==> config.mk <==
export PLATFORM = sky130hd
export DESIGN_NAME = fft_bfly2_sdf_ctrl_flat
export DESIGN_NICKNAME = d
export VERILOG_FILES = /design/src/rtl/fft_bfly2_sdf_if.sv /design/src/rtl/fft_bfly2_sdf_ctrl.sv /design/src/flat_wrapper.sv
export SDC_FILE = /design/constraint.sdc
export NUM_CORES = 2
export LEC_CHECK = 0
export CORE_AREA = 8 8 486 488
export DETAILED_ROUTE_END_ITERATION = 10
export DIE_AREA = 0 0 494 496
export HOLD_SLACK_MARGIN = 0.12
export PLACE_DENSITY = 0.53
export SLEW_MARGIN = 20
export SYNTH_ARGS = -nofsm -noshare
export SYNTH_HDL_FRONTEND = slang
export SYNTH_SLANG_ARGS = --single-unit
==> constraint.sdc <==
create_clock -name clk -period 6.9 [get_ports clk]
set_input_delay 0.69 -clock clk [delete_from_list [all_inputs] [get_ports clk]]
set_output_delay 0.69 -clock clk [all_outputs]
set_load 0.01 [all_outputs]
==> src/rtl/fft_bfly2_sdf_if.sv <==
// Stream, delay-line and output bundle for the radix-2 SDF butterfly controller.
// The slave side is the controller; the master side is its environment.
interface fft_bfly2_sdf_if #(
    parameter int DATA_WIDTH = 9
);
    localparam int DW = DATA_WIDTH;

    logic                din_valid;
    logic                flush;
    logic [15:0][DW-1:0] din_i;
    logic [15:0][DW-1:0] din_q;
    logic [15:0][DW:0]   dly_i;
    logic [15:0][DW:0]   dly_q;
    logic                sr_valid;
    logic [15:0][DW:0]   sr_i;
    logic [15:0][DW:0]   sr_q;
    logic                dout_valid;
    logic [15:0][DW:0]   dout_i;
    logic [15:0][DW:0]   dout_q;
    logic                phase;

    modport master (
        output din_valid, flush, din_i, din_q, dly_i, dly_q,
        input  sr_valid, sr_i, sr_q, dout_valid, dout_i, dout_q, phase
    );

    modport slave (
        input  din_valid, flush, din_i, din_q, dly_i, dly_q,
        output sr_valid, sr_i, sr_q, dout_valid, dout_i, dout_q, phase
    );
endinterface

==> src/rtl/fft_bfly2_sdf_ctrl.sv <==
// Radix-2 single-delay-feedback butterfly in front of a 16-lane delay line of DEPTH samples.
//  state  | meaning
//  S_FILL | first half of frame: push samples, emit pending differences
//  S_BFLY | second half: emit sums, push differences back into the delay line
module fft_bfly2_sdf_ctrl #(
    parameter int DATA_WIDTH = 9,
    parameter int DEPTH      = 256
) (
    input  logic               clk,
    input  logic               rstn,
    fft_bfly2_sdf_if.slave     bus
);
    localparam int DW  = DATA_WIDTH;
    localparam int BLK = DEPTH / 16;
    localparam int CW  = $clog2(BLK);
    localparam logic [CW-1:0] LAST = CW'(BLK - 1);

    typedef enum logic {
        S_FILL = 1'b0,
        S_BFLY = 1'b1
    } state_t;

    state_t            state, state_nxt;
    logic [CW-1:0]     cnt_left, cnt_left_nxt;
    logic              pend, pend_nxt;
    logic              flush_beat;
    logic              beat;
    logic              tc;
    logic [15:0][DW:0] din_sx_i, din_sx_q;
    logic [15:0][DW:0] sum_i, sum_q;
    logic [15:0][DW:0] diff_i, diff_q;

    // A flush beat stands in for a zero sample, so din is gated to zero when not valid.
    always_comb begin
        din_sx_i = '0;
        din_sx_q = '0;
        sum_i    = '0;
        sum_q    = '0;
        diff_i   = '0;
        diff_q   = '0;
        for (int l = 0; l < 16; l++) begin
            if (bus.din_valid) begin
                din_sx_i[l] = {bus.din_i[l][DW-1], bus.din_i[l]};
                din_sx_q[l] = {bus.din_q[l][DW-1], bus.din_q[l]};
            end
            sum_i[l]  = bus.dly_i[l] + din_sx_i[l];
            sum_q[l]  = bus.dly_q[l] + din_sx_q[l];
            diff_i[l] = bus.dly_i[l] - din_sx_i[l];
            diff_q[l] = bus.dly_q[l] - din_sx_q[l];
        end
    end

    always_ff @(posedge clk or negedge rstn) begin
        if (!rstn) begin
            state    <= S_FILL;
            cnt_left <= LAST;
            pend     <= 1'b0;
        end else begin
            state    <= state_nxt;
            cnt_left <= cnt_left_nxt;
            pend     <= pend_nxt;
        end
    end

    // cnt_left counts down the beats remaining in the current half; tc marks its last beat.
    always_comb begin
        state_nxt    = state;
        cnt_left_nxt = cnt_left;
        pend_nxt     = pend;
        flush_beat   = (state == S_FILL) && bus.flush && !bus.din_valid && pend;
        beat         = bus.din_valid || flush_beat;
        tc           = (cnt_left == '0);
        if (beat) begin
            if (tc) begin
                cnt_left_nxt = LAST;
                state_nxt    = (state == S_FILL) ? S_BFLY : S_FILL;
                pend_nxt     = (state == S_BFLY);
            end else begin
                cnt_left_nxt = cnt_left - 1'b1;
            end
        end
    end

    always_comb begin
        bus.phase = (state == S_BFLY);
        if (state == S_BFLY) begin
            bus.sr_valid = bus.din_valid;
            bus.sr_i     = diff_i;
            bus.sr_q     = diff_q;
        end else begin
            bus.sr_valid = beat;
            bus.sr_i     = din_sx_i;
            bus.sr_q     = din_sx_q;
        end
    end

    always_ff @(posedge clk or negedge rstn) begin
        if (!rstn) begin
            bus.dout_valid <= 1'b0;
            bus.dout_i     <= '0;
            bus.dout_q     <= '0;
        end else begin
            bus.dout_valid <= 1'b0;
            if (beat && state == S_BFLY) begin
                bus.dout_valid <= 1'b1;
                bus.dout_i     <= sum_i;
                bus.dout_q     <= sum_q;
            end else if (beat && pend) begin
                bus.dout_valid <= 1'b1;
                bus.dout_i     <= bus.dly_i;
                bus.dout_q     <= bus.dly_q;
            end
        end
    end
endmodule

==> src/flat_wrapper.sv <==
// flat-port wrapper written by rule: the top's interface ports become plain ports
module fft_bfly2_sdf_ctrl_flat 
#(
    parameter int DATA_WIDTH = 9,
    parameter int DEPTH      = 256
)
  (clk, rstn, bus_din_valid, bus_flush, bus_din_i, bus_din_q, bus_dly_i, bus_dly_q, bus_sr_valid, bus_sr_i, bus_sr_q, bus_dout_valid, bus_dout_i, bus_dout_q, bus_phase);
  fft_bfly2_sdf_if #(.DATA_WIDTH(DATA_WIDTH)) bus_i ();
  input  logic clk;
  input  logic rstn;
  input wire logic [$bits(bus_i.din_valid)-1:0] bus_din_valid;
  input wire logic [$bits(bus_i.flush)-1:0] bus_flush;
  input wire logic [$bits(bus_i.din_i)-1:0] bus_din_i;
  input wire logic [$bits(bus_i.din_q)-1:0] bus_din_q;
  input wire logic [$bits(bus_i.dly_i)-1:0] bus_dly_i;
  input wire logic [$bits(bus_i.dly_q)-1:0] bus_dly_q;
  output wire logic [$bits(bus_i.sr_valid)-1:0] bus_sr_valid;
  output wire logic [$bits(bus_i.sr_i)-1:0] bus_sr_i;
  output wire logic [$bits(bus_i.sr_q)-1:0] bus_sr_q;
  output wire logic [$bits(bus_i.dout_valid)-1:0] bus_dout_valid;
  output wire logic [$bits(bus_i.dout_i)-1:0] bus_dout_i;
  output wire logic [$bits(bus_i.dout_q)-1:0] bus_dout_q;
  output wire logic [$bits(bus_i.phase)-1:0] bus_phase;
  assign bus_i.din_valid = bus_din_valid;
  assign bus_i.flush = bus_flush;
  assign bus_i.din_i = bus_din_i;
  assign bus_i.din_q = bus_din_q;
  assign bus_i.dly_i = bus_dly_i;
  assign bus_i.dly_q = bus_dly_q;
  assign bus_sr_valid = bus_i.sr_valid;
  assign bus_sr_i = bus_i.sr_i;
  assign bus_sr_q = bus_i.sr_q;
  assign bus_dout_valid = bus_i.dout_valid;
  assign bus_dout_i = bus_i.dout_i;
  assign bus_dout_q = bus_i.dout_q;
  assign bus_phase = bus_i.phase;
  fft_bfly2_sdf_ctrl #(.DATA_WIDTH(DATA_WIDTH), .DEPTH(DEPTH)) u_core (.clk(clk), .rstn(rstn), .bus(bus_i));
endmodule
* Yosys cells after proc, flatten, opt, wreduce, memory -nomap -nowiden
Index checks and enable logic that the tools add are counted.
** Cells by class
- Mux-type cells :: 43
- Bitwise gates (word level) :: 1
- Reductions and logical operators :: 10
- Add/subtract/negate cells :: 65
** Operator list (count)
- 160-bit two-way mux :: 6
- 10-bit adder :: 32
- 10-bit two-way mux :: 32
- 10-bit subtractor :: 32
- 1-bit logical AND :: 5
- 4-bit zero test :: 1
- 1-bit two-way mux :: 4
- 4-bit two-way mux :: 1
- 4-bit by 1-bit subtractor with 4-bit output (second input constant) :: 1
- 2-bit AND reduction :: 1
- 2-bit nonzero test :: 1
- 1-bit zero test :: 1
- 1-bit logical OR :: 1
- 1-bit NOT :: 1
** Word-level totals
- Logic and storage cells :: 155
- Flip-flop bits (word level) :: 327
- Bits of input ports :: 612
- Output and inout bits :: 643

* Longest topological paths before layout
- Depth in word-level cells :: 8
- Gate-level depth with buffers :: 14
- Depth with buffers taken out :: 10

* Least setup slack after synthesis
Ideal clock, no wire load.
- Path kind :: input-to-output
- From :: in bus_din_valid
- To :: out bus_sr_i[126]
- Stages on the path :: 14
- Data arrival time :: 3.495 ns
- Required time :: 6.210 ns
- Setup slack :: 2.715 ns
- Cell sequence :: buf_2 buf_2 clkbuf_1 clkbuf_1 and2_1 ha_1 inv_1 fa_1 a21o_1 a21oi_1 nor2b_1 o21a_1 or3_1 a31o_2
** On the way
- Longest elaborated chain between the ends :: 3
** Ends and longest elaborated chain
- start: declaration :: line flat_wrapper.sv:11 : input wire logic [$bits(bus_i.din_valid)-1:0] bus_din_valid;
- 10-bit two-way mux * :: line fft_bfly2_sdf_ctrl.sv:42 : if (bus.din_valid) begin
- 10-bit subtractor :: line fft_bfly2_sdf_ctrl.sv:48 : diff_i[l] = bus.dly_i[l] - din_sx_i[l];
- 160-bit two-way mux * :: line fft_bfly2_sdf_ctrl.sv:86 : if (state == S_BFLY) begin
- end: declaration :: line flat_wrapper.sv:18 : output wire logic [$bits(bus_i.sr_i)-1:0] bus_sr_i;
Every way passes the cells marked *; elsewhere a longest branch is shown, timed or not.

* Worst setup path after layout
- From :: in bus_din_valid
- To :: out bus_sr_q[56]
** On the way
- Longest elaborated chain between the ends :: 3
** Ends and longest elaborated chain
- 10-bit two-way mux * :: line fft_bfly2_sdf_ctrl.sv:42
- 10-bit subtractor :: line fft_bfly2_sdf_ctrl.sv:49 : diff_q[l] = bus.dly_q[l] - din_sx_q[l];
- 160-bit two-way mux * :: line fft_bfly2_sdf_ctrl.sv:86
- end: declaration :: line flat_wrapper.sv:19 : output wire logic [$bits(bus_i.sr_q)-1:0] bus_sr_q;
Marked as above.

==> flow_metrics.py <==
metrics = {
    "outcome": {
        "outcome": "completed",
    },
    "critical_path": {
        "rr_startpoint": "u_core.bus.phase",
        "path_buf_inv": 3,
        "cp_slowest_cell": "mux2i_1",
        "start_kind": "input pin",
        "critical_path.top_delay_family": "buffers and inverters",
        "max_stage_delay_ps": 710,
        "required_ps": 6210,
        "arrival_ps": 4690,
        "cp-startpoint": "bus_din_valid",
        "crit_type": "in2out",
        "crit_chain": "buf_8 -> and2_1 -> ha_1 -> inv_1 -> fa_1 -> a21o_1 -> a21oi_1 -> o21bai_1 -> a21oi_1 -> xnor2_1 -> mux2i_1 -> clkdlybuf4s50_1",
        "cpMostUsedCell": "a21oi_1",
        "crit_path_end_kind": "output pin",
        "crit_fanout": 67,
    },
    "power": {
        "p_per_area_mw_per_mm2": 304.4,
        "vdd_drop_max_v": 0.0004465,
        "total_power_uw": 19640,
        "p_leak_uw": 0.02797,
    },
    "logic_synthesis": {
        "syn_area_per_cell_um2": 7.446,
        "synth_ff_type": "dfrtp_1",
        "yosysWarnings": 0,
        "yosysSeqAreaShare_pct": 17.48,
        "ys_async_sr_fraction_pct": 100.0,
        "syn_inst": 6291,
        "synth_edf_count": 0,
        "yosys_register_bits": 327,
        "synth_cell_type_count": 77,
        "syn_nets": 7583,
        "syn_area_mm2": 0.04684,
    },
    "floorplanning": {
        "core_area_mm2": 0.2286,
        "chipHeight_um": 496,
        "initial_core_util_pct": 20.49,
        "dieWidth_um": 494,
        "io-pin-count": 1255,
        "rows": 176,
        "dieArea_mm2": 0.2450,
    },
    "drt": {
        "wl_per_cell_um": 25.74,
        "drc_errors": 0,
        "drt_iter0_markers": 3366,
        "vias": 50815,
        "postRouteAntennaNets": 0,
        "dr.pass1.iters": 7,
        "drt_wl_total_mm": 268.3,
        "viasPerCell": 4.875,
    },
    "timing": {
        "tightest_slew_ps": 1164,
        "finalHoldViolations": 0,
        "final.min_clock_period_ps": 5376,
        "finClkSkew_ps": 12.68,
        "finalSetupTns_ps": 0,
        "setup-violations-final": 0,
        "relSlewSlack_pct": 21.57,
        "period_share_pct": 77.91,
        "grt_setup_unrepaired": "false",
        "timing.fmax_mhz": 186.0,
        "slew_violations": 0,
    },
    "clock_network": {
        "clk_latency_ps": 690,
        "cts_buffer_depth": 3,
        "cts_resized": 0,
        "cts_root_buf": "clkbuf_16",
        "h-tree-depth": 2,
        "postCtsSetupBuffers": 0,
        "cts_sinks": 327,
        "cts_buffers": 56,
        "worst_setup_hold_path_clk_slew_ps": 50,
        "cts_tree": "yes",
    },
    "placement": {
        "place.gp.congestion": 0.9422,
        "place_hpwl_mm": 220.5,
        "port_buffers": 1254,
    },
    "global_routing": {
        "grt_first_pass_wirelength_mm": 376.5,
        "grt_max_degree": 158,
        "grt_pass1_vias": 50209,
        "grt.overflow.total": 0,
        "grt_antenna_before_repair": 83,
        "gr-usage-all-layers_pct": 20.70,
    },
    "hold_path": {
        "min_from": "u_core.bus.dout_i[9]",
        "hold_class": "reg2reg",
    },
    "cells_and_area": {
        "final_cell_mix": "clkdlybuf4s50_1 (1,252), nand2_1 (825), ha_1 (616)",
        "layout_commonest_cell": "clkdlybuf4s50_1",
        "nNetsFinal": 8608,
        "n_fill_cell": 24875,
        "regArea_mm2": 0.008192,
        "drive_gt1_share_pct": 3.573,
        "synthToLayoutAreaGrowth_pct": 37.73,
        "multiInputGateArea_mm2": 0.03515,
    },
    "run": {
        "maxCapViolCount": 0,
    },
}
## where the power goes
group	internal, uW	total (uW)	switching [uW]
registers	2900	3660	752
clock network	2040	3290	1250
logic	5260	12700	7430
## logic make-up (layout without fill, tap and decap cells)
kind of cell,count (synthesis),after routing,share of synthesized area [%]
compound gates,1835,1835,24.79
xor+xnor,355,355,6.638
fa+ha+maj,680,680,19.19
buf+inv,900,1970,7.538
flops,327,327,17.48
mux,184,184,4.025
other cells,0,36,0
simple gates,2010,2010,20.34
## cell type report
cell class	instances	area share, %
sequential	327	12.70
timing repair buffer	1311	20.41
inverter	556	3.250
tap	3026	5.868
multi-input combinational	5064	54.48
clock inverter	27	0.6962
clock buffer	76	2.461
antenna	36	0.1396
## worst min-delay path, cell delays in order (launching register included)
cell	delay (ps)
dfrtp_1	340
nand2_1	50
o31ai_1	50
## path summary, 6_finish.rpt
check	depth (start not counted)	to	slack, ps
hold / removal	2	u_core.bus.dout_i[9]	470
min in group asynchronous	2	u_core.bus.dout_i[86]	600
setup / recovery	12	bus_sr_q[56]	1520
max in group asynchronous	3	u_core.bus.dout_q[108]	4890
hold reg to reg	2	u_core.bus.dout_i[9]	470
setup reg to reg	8	u_core.bus.dout_i[135]	3130
## registers in the layout (all words and copies together), names as in the netlist
register / flops
u_core.bus.dout_valid: 1
u_core.pend: 1
u_core.bus.dout_i: 160
u_core.cnt_left: 4
u_core.bus.phase: 1
u_core.bus.dout_q: 160
## per-layer routing
metal  part of all wire (%)  track usage, %
met4                    3.5           6.863
met2                     46           34.24
met5                   0.11               0
met3                    9.0           6.857
met1                     42           25.32
## synth_stat cells (29+ instances only)
cell,number,area share (%)
nand2_1,826,6.6
ha_1,616,16
inv_1,554,4.4
a21oi_1,530,5.7
o21ai_0,468,5.0
dfrtp_1,323,17
nor2_1,320,2.6
clkbuf_1,222,1.8
nor3_1,207,2.2
xnor2_1,186,3.5
nand2b_1,173,2.3
xor2_1,169,3.2
mux2i_1,149,3.2
o21a_1,106,1.7
nand3_1,101,1.1
a21o_1,96,1.5
a31oi_1,91,1.2
buf_2,85,0.91
nor4_1,67,0.89
fa_1,64,2.7
o211ai_1,58,0.93
nor2b_1,56,0.75
o21bai_1,53,0.85
o31ai_1,52,0.83
o31a_1,50,0.93
or3_1,46,0.61
o22ai_1,45,0.60
a22oi_1,38,0.61
and2_1,38,0.51
mux2_2,35,0.84
a311oi_1,34,0.64
a221oi_1,33,0.62
a211oi_1,30,0.48
buf_1,29,0.23
## repair_timing
item                                   4_1_cts  5_1_grt
hold buffers                                 1        0
endpoints found under the hold margin       71        0
setup endpoints to repair                    0        0
## through the flow
step	setup WS (ps)	cell area [um^2]	hold WS (ps)	cells	util (%)
after floorplan	2715	46840	394.4	6291	-
after global placement	1558	62380	462.5	10283	27.29
after detailed placement	1561	62380	471.6	10283	27.29
after CTS	1545	64430	484.4	10387	28.19
after global routing	1285	64480	503.9	10409	28.21
final	1524	64520	473.0	10423	28.23
Note: power is estimated with default switching activity, not from simulation.
